<file path="config.mk">
export PLATFORM = sky130hd
export DESIGN_NAME = lock_range_sweep
export DESIGN_NICKNAME = d
export VERILOG_FILES = /design/src/rtl/adpll_pkg.sv /design/src/rtl/err_peak_detect.sv /design/src/rtl/lock_range_sweep.sv
export SDC_FILE = /design/constraint.sdc
export NUM_CORES = 1
export LEC_CHECK = 0
export CAP_MARGIN = 0
export CELL_PAD_IN_SITES_DETAIL_PLACEMENT = 0
export CELL_PAD_IN_SITES_GLOBAL_PLACEMENT = 1
export CORE_AREA = 2 2 128 93
export DETAILED_ROUTE_END_ITERATION = 12
export DIE_AREA = 0 0 130 95
export GPL_ROUTABILITY_DRIVEN = 0
export PLACE_DENSITY_LB_ADDON = 0.08
export SLEW_MARGIN = 10
export SYNTH_ARGS = -nofsm -noshare
export SYNTH_HDL_FRONTEND = slang
export SYNTH_HIERARCHICAL = 1
export SYNTH_SLANG_ARGS = --single-unit
</file>
<file path="constraint.sdc">
create_clock -name fpga_clk_i -period 6.8 [get_ports fpga_clk_i]
set_input_delay 1.36 -clock fpga_clk_i [delete_from_list [all_inputs] [get_ports fpga_clk_i]]
set_output_delay 1.36 -clock fpga_clk_i [all_outputs]
set_load 0.05 [all_outputs]
</file>
<file path="src/rtl/adpll_pkg.sv">
// Shared types and helpers for the ADPLL lock-range sweeper.
// Holds the sweep FSM state encoding and the saturating absolute value.
package adpll_pkg;

   typedef enum logic [2:0] {
      ST_IDLE,
      ST_SETTLE,
      ST_MEASURE,
      ST_EVAL,
      ST_DONE
   } state_t;

   // |v| for a w-bit signed value; the most-negative code maps to the
   // largest positive code so the result still fits in w bits.
   function automatic logic [31:0] sat_abs(
      input logic signed [31:0] v,
      input int                 w
   );
      logic signed [31:0] v_min;
      v_min = -(32'sd1 <<< (w - 1));
      if (v == v_min)
         sat_abs = $unsigned((32'sd1 <<< (w - 1)) - 32'sd1);
      else if (v < 0)
         sat_abs = $unsigned(-v);
      else
         sat_abs = $unsigned(v);
   endfunction

endpackage

</file>
<file path="src/rtl/err_peak_detect.sv">
// Peak |phase error| tracker for one observation window.
// Clear has priority; samples only fold in while enabled.
module err_peak_detect
   import adpll_pkg::*;
#(
   parameter int ERR_WIDTH = 8
) (
   input  logic                        i_clk,
   input  logic                        i_rst_n,
   input  logic                        i_clr,
   input  logic                        i_en,
   input  logic signed [ERR_WIDTH-1:0] i_err,
   output logic        [ERR_WIDTH-1:0] o_peak
);

   logic [ERR_WIDTH-1:0] w_abs;
   logic [ERR_WIDTH-1:0] r_peak;

   assign w_abs  = ERR_WIDTH'(sat_abs(32'(i_err), ERR_WIDTH));
   assign o_peak = r_peak;

   // Running maximum of |error|, restarted by clear
   always_ff @(posedge i_clk) begin
      if (!i_rst_n)
         r_peak <= '0;
      else if (i_clr)
         r_peak <= '0;
      else if (i_en && (w_abs > r_peak))
         r_peak <= w_abs;
   end

endmodule

</file>
<file path="src/rtl/lock_range_sweep.sv">
// Steps the tuning word across [k_min, k_max], settling and measuring
// the ADPLL at each step, and reports the first contiguous lock range.
module lock_range_sweep
   import adpll_pkg::*;
#(
   parameter int K_WIDTH       = 12,
   parameter int ERR_WIDTH     = 8,
   parameter int SETTLE_CYCLES = 4096,
   parameter int WINDOW_CYCLES = 256,
   parameter int LOCK_THRESH   = 2
) (
   input  logic                        fpga_clk_i,
   input  logic                        rst_n_i,
   input  logic                        start_i,
   input  logic                        abort_i,
   input  logic        [K_WIDTH-1:0]   k_min_i,
   input  logic        [K_WIDTH-1:0]   k_max_i,
   input  logic signed [ERR_WIDTH-1:0] error_i,
   output logic        [K_WIDTH-1:0]   k_val_o,
   output logic                        pll_enable_o,
   output logic                        busy_o,
   output logic                        done_o,
   output logic                        found_o,
   output logic        [K_WIDTH-1:0]   lock_lo_o,
   output logic        [K_WIDTH-1:0]   lock_hi_o
);

   localparam int CNT_MAX = (SETTLE_CYCLES > WINDOW_CYCLES) ?
                            SETTLE_CYCLES : WINDOW_CYCLES;
   localparam int CNT_W   = $clog2(CNT_MAX) + 1;
   localparam logic [CNT_W-1:0] SET_LAST = CNT_W'(SETTLE_CYCLES - 1);
   localparam logic [CNT_W-1:0] WIN_LAST = CNT_W'(WINDOW_CYCLES - 1);

   state_t               r_state;
   logic [CNT_W-1:0]     r_cnt;
   logic [K_WIDTH-1:0]   r_kmax;
   logic [K_WIDTH-1:0]   r_kval;
   logic                 r_pll;
   logic                 r_busy;
   logic                 r_done;
   logic                 r_found;
   logic [K_WIDTH-1:0]   r_lo;
   logic [K_WIDTH-1:0]   r_hi;

   logic [ERR_WIDTH-1:0] w_peak;
   logic                 w_clr;
   logic                 w_en;
   logic                 w_locked;
   logic                 w_stop;

   assign w_clr    = (r_state == ST_SETTLE);
   assign w_en     = (r_state == ST_MEASURE);
   assign w_locked = (w_peak <= ERR_WIDTH'(LOCK_THRESH));
   assign w_stop   = (!w_locked && r_found) || (r_kval == r_kmax);

   err_peak_detect #(
      .ERR_WIDTH (ERR_WIDTH)
   ) u_peak (
      .i_clk   (fpga_clk_i),
      .i_rst_n (rst_n_i),
      .i_clr   (w_clr),
      .i_en    (w_en),
      .i_err   (error_i),
      .o_peak  (w_peak)
   );

   // Sweep sequencer with registered outputs
   always_ff @(posedge fpga_clk_i) begin
      if (!rst_n_i) begin
         r_state <= ST_IDLE;
         r_cnt   <= '0;
         r_kmax  <= '0;
         r_kval  <= '0;
         r_pll   <= 1'b0;
         r_busy  <= 1'b0;
         r_done  <= 1'b0;
         r_found <= 1'b0;
         r_lo    <= '0;
         r_hi    <= '0;
      end else begin
         unique case (r_state)
            ST_IDLE: begin
               if (start_i) begin
                  r_kmax  <= k_max_i;
                  r_kval  <= k_min_i;
                  r_found <= 1'b0;
                  r_cnt   <= '0;
                  if (k_min_i > k_max_i) begin
                     r_state <= ST_DONE;
                     r_done  <= 1'b1;
                  end else begin
                     r_state <= ST_SETTLE;
                     r_busy  <= 1'b1;
                     r_pll   <= 1'b1;
                  end
               end
            end
            ST_SETTLE: begin
               if (abort_i) begin
                  r_state <= ST_DONE;
                  r_done  <= 1'b1;
                  r_busy  <= 1'b0;
                  r_pll   <= 1'b0;
               end else if (r_cnt == SET_LAST) begin
                  r_cnt   <= '0;
                  r_state <= ST_MEASURE;
               end else begin
                  r_cnt <= r_cnt + 1'b1;
               end
            end
            ST_MEASURE: begin
               if (abort_i) begin
                  r_state <= ST_DONE;
                  r_done  <= 1'b1;
                  r_busy  <= 1'b0;
                  r_pll   <= 1'b0;
               end else if (r_cnt == WIN_LAST) begin
                  r_cnt   <= '0;
                  r_state <= ST_EVAL;
               end else begin
                  r_cnt <= r_cnt + 1'b1;
               end
            end
            ST_EVAL: begin
               if (abort_i) begin
                  r_state <= ST_DONE;
                  r_done  <= 1'b1;
                  r_busy  <= 1'b0;
                  r_pll   <= 1'b0;
               end else begin
                  if (w_locked) begin
                     r_found <= 1'b1;
                     r_hi    <= r_kval;
                     if (!r_found)
                        r_lo <= r_kval;
                  end
                  if (w_stop) begin
                     r_state <= ST_DONE;
                     r_done  <= 1'b1;
                     r_busy  <= 1'b0;
                     r_pll   <= 1'b0;
                  end else begin
                     r_kval  <= r_kval + 1'b1;
                     r_state <= ST_SETTLE;
                  end
               end
            end
            ST_DONE: begin
               r_done  <= 1'b0;
               r_state <= ST_IDLE;
            end
            default: r_state <= ST_IDLE;
         endcase
      end
   end

   assign k_val_o      = r_kval;
   assign pll_enable_o = r_pll;
   assign busy_o       = r_busy;
   assign done_o       = r_done;
   assign found_o      = r_found;
   assign lock_lo_o    = r_lo;
   assign lock_hi_o    = r_hi;

endmodule

</file>
==> key figures <==
Finish
  – Fill cell count: approximately 1100
  – Area Growth Syn to Fin: 24.9%
  – Layout cell share with drive strength beyond 1: under 10%
  – Final standard cell count with taps included and fillers excluded: about 750
  – Layout Cell Area excl Fill: between 0.005 and 0.006 sq mm
  – Number of nets at the end of the flow: ~650
  – Leading cell types in the layout, fill and taps excluded: sky130_fd_sc_hd__dfxtp_1 (75), sky130_fd_sc_hd__clkdlybuf4s50_1 (75), sky130_fd_sc_hd__nand2_1 (71), sky130_fd_sc_hd__a21oi_1 (63), sky130_fd_sc_hd__nor2_1 (39)
  – Total inserted antenna cells: 0

STA
  – Final clock period utilization by the worst path: between 50% and 60%
  – Minimum clock period after layout: 4.01 ns
  – Final hold viol count: 0
  – Final setup vio count: 0
  – Max transition margin: 36.7%
  – Final TNS setup: 0 ns
  – Final setup slack of the worst path: approximately 2.8 ns
  – Fmax achieved: 0.249 GHz
  – Setup repair after global routing missed its margin: false
  – Largest clock skew in the final design: 0.00798 ns
  – Measured slew at the worst slew-check pin: ~0.95 ns
  – Final Slew Violations: 0

Place
  – Setup WS pre-CTS: approximately 2.5 ns
  – Cell count after placement: 736
  – DP HPWL: between 8000 and 9000 um
  – Placed Instance Area: about 0.0051 sq mm
  – Number of port buffers: between 70 and 80

Pwr
  – Pwr per Cell Area: roughly 220 mW/mm^2
  – Total leakage power: ~2 nW
  – Peak VDD IR: ~120 uV

Route
  – Number of DRC violations after detailed-routing iteration 0: 273
  – Sum of routed wire length over all layers: about 12000 um
  – WL per Instance: around 16 um
  – Remaining number of nets flagged by the antenna check after routing: 0
  – Via density per instance: roughly 5.3
  – Number of remaining DRC errors: 0
  – Vias: 4011
  – Total iterations of the first detailed-routing run: 4

Global route
  – Met1 track demand over resource in global routing: between 20 and 30%
  – Wire length of the first global-routing pass: 18900 um
  – Total congestion overflow: 0
  – Met2 GRT Util: ~28%
  – Via count of the first global-routing pass: approximately 3700
  – Combined global-route utilization of all metal layers: 19.5%
  – Initial antenna violation count: 0
  – Most Crowded Layer GR: met1
  – Fraction of met3 tracks used by global routing: approximately 4.2%
  – Largest net degree at the start of global routing: between 50 and 60

Floorplan
  – Core Box Area: approximately 0.011 sq mm
  – Row count: 33
  – Initial cell density of the core: 38.4%
  – Number of I/O pins: between 70 and 80
  – Vertical die dimension: 95 um
  – Die extent in x: ~130 um
  – Die Area: 0.0124 sq mm

Clocking
  – # Post-CTS Setup Buffers: 0
  – Clock tree from TritonCTS: yes
  – Sinks on the clock net: 75
  – Later-pin clock latency in the skew report: about 0.34 ns
  – Cts hold-fix bufs: 0
  – Clock Path Buffers: 2
  – Clock slew seen by the registers of the worst setup and hold paths: about 0.060 ns
  – Count of H-tree levels built during CTS: 3
  – Clock tree root driver cell: sky130_fd_sc_hd__clkbuf_16
  – Gates resized, CTS repair: 0
  – Number of buffers created by CTS: 9

Logic synthesis
  – Share of the synthesized area in compound gates (AO/OA/AOI/OAI): between 20% and 30%
  – Post-Syn Area per Cell: about 8.1 sq um
  – Number of flops mapped to enable cells by yosys: 0
  – Number of synthesis warnings: 6
  – Simple-gate share of the synthesized area: between 20% and 30%
  – Fraction of registers with async set/reset: 0%
  – Distinct cell type count after synthesis: 75
  – Synthesized netlist cell count: about 530
  – Post-synthesis net count: between 500 and 600
  – Post-Synth XOR/XNOR Area: 5.06%
  – Leading cell types by total area after synthesis: sky130_fd_sc_hd__dfxtp_1 (35%), sky130_fd_sc_hd__a21oi_1 (7.3%), sky130_fd_sc_hd__ha_1 (6.6%)
  – Largest family of logic cells by synthesized area: simple AND/OR/NAND/NOR gates
  – Area share of fa/ha/maj cells after synthesis: under 10%
  – Mapped cell area: about 0.0043 sq mm
  – Prevailing post-synth register cell: sky130_fd_sc_hd__dfxtp_1
  – Fraction of post-synthesis cell area in the top cell type by area: 34.7%
  – Post-synthesis sequential element count: 75
  – Sequential cell area fraction in the yosys report: around a third
  – Cell type with the largest total area after synthesis: sky130_fd_sc_hd__dfxtp_1
  – Mux share of post-synthesis cell area: around 2.8%

Job
  – Max-cap violations: 0

Run status
  – Outcome: finished clean

Setup path
  – Required time of the worst setup path: about 7.1 ns
  – Setup crit end kind: flop
  – Crit Path Max Fanout: 10
  – Data arrival, critical path: roughly 4.3 ns
  – Launching element type of the critical path: primary input
  – Type of the setup path with the least slack: primary input to flop

Worst hold path
  – Worst hold path class: flop to flop
## synthesized netlist by cell type, drive strengths merged (2+ instances only)
cell type	n
o311a	2
a311oi	2
nor3b	4
or3	3
nand3	20
o21a	3
o31a	3
or2	2
o21ai	26
nand2	74
a21oi	65
nand2b	7
ha	23
and3	4
a21o	5
xnor2	16
o211ai	4
mux2i	12
dfxtp	75
buf	16
and2b	2
inv	24
and4	3
a2111oi	2
a211oi	4
nor4	4
xor2	9
nor2b	2
nand4	11
o32ai	7
clkbuf	15
and2	3
nor2	39
o31ai	5
nor3	18
## cells by family (layout without fill, tap and decap cells)
logic type	after synthesis	count (layout)
mux	12	12
xor+xnor	25	25
simple gates	204	204
flops	75	75
fa+ha+maj	23	23
compound gates	138	138
buf+inv	56	118
## metal layers
layer	up-vias	wire, um
li1	2004	-
met1	1892	6260
met2	100	4760
met3	15	570
met4	0	121
met5	-	0
## registers in the layout (all words and copies together), names as in the netlist
signal         flops
r_cnt             13
r_state            3
lock_lo_o         12
k_val_o           12
u_peak/o_peak      8
found_o            1
busy_o             1
done_o             1
r_kmax            12
lock_hi_o         12
## area by class of cell
cell class	instances	area (sq um)	share of cell area, %
clock inverter	7	58.8	1.09
multi-input combinational	402	2560	47.4
inverter	25	93.8	1.74
clock buffer	9	225	4.17
tap	157	196	3.63
sequential	75	1500	27.8
timing repair buffer	77	766	14.2
## through the flow
step | utilization [%] | power [mW] | hold WS [ns]
after CTS | 48.0 | 1.22 | 0.472
after floorplan | - | 0.676 | 0.449
after global placement | 45.4 | 0.758 | 0.456
final | 48.0 | 1.21 | 0.471
after global routing | 48.0 | 1.26 | 0.498
after detailed placement | 45.4 | 0.761 | 0.463
## critical path, cell delays in order
cell                              delay, ns
sky130_fd_sc_hd__clkdlybuf4s50_1       0.69
sky130_fd_sc_hd__nor3b_2               0.44
sky130_fd_sc_hd__nor3b_1               0.33
sky130_fd_sc_hd__ha_1                  0.32
sky130_fd_sc_hd__a21oi_1               0.17
sky130_fd_sc_hd__o21ai_2               0.11
sky130_fd_sc_hd__o31ai_2               0.54
sky130_fd_sc_hd__o21ai_0               0.16
sky130_fd_sc_hd__a21oi_1               0.15
## power by group
part	internal (mW)	switching, mW
clock	0.252	0.206
combinational	0.103	0.148
sequential	0.460	0.0398
total	0.815	0.394
## path summary, 6_finish.rpt
path	slack (ns)	endpoint	start	cells after the start
max	2.79	u_peak/o_peak[2]	error_i[7]	9
min	0.47	r_kmax[1]	r_kmax[1]	2
max reg2reg	3.57	lock_lo_o[0]	r_state[1]	7
min reg2reg	0.47	r_kmax[1]	r_kmax[1]	2
Power figures use the tool's default switching activity.
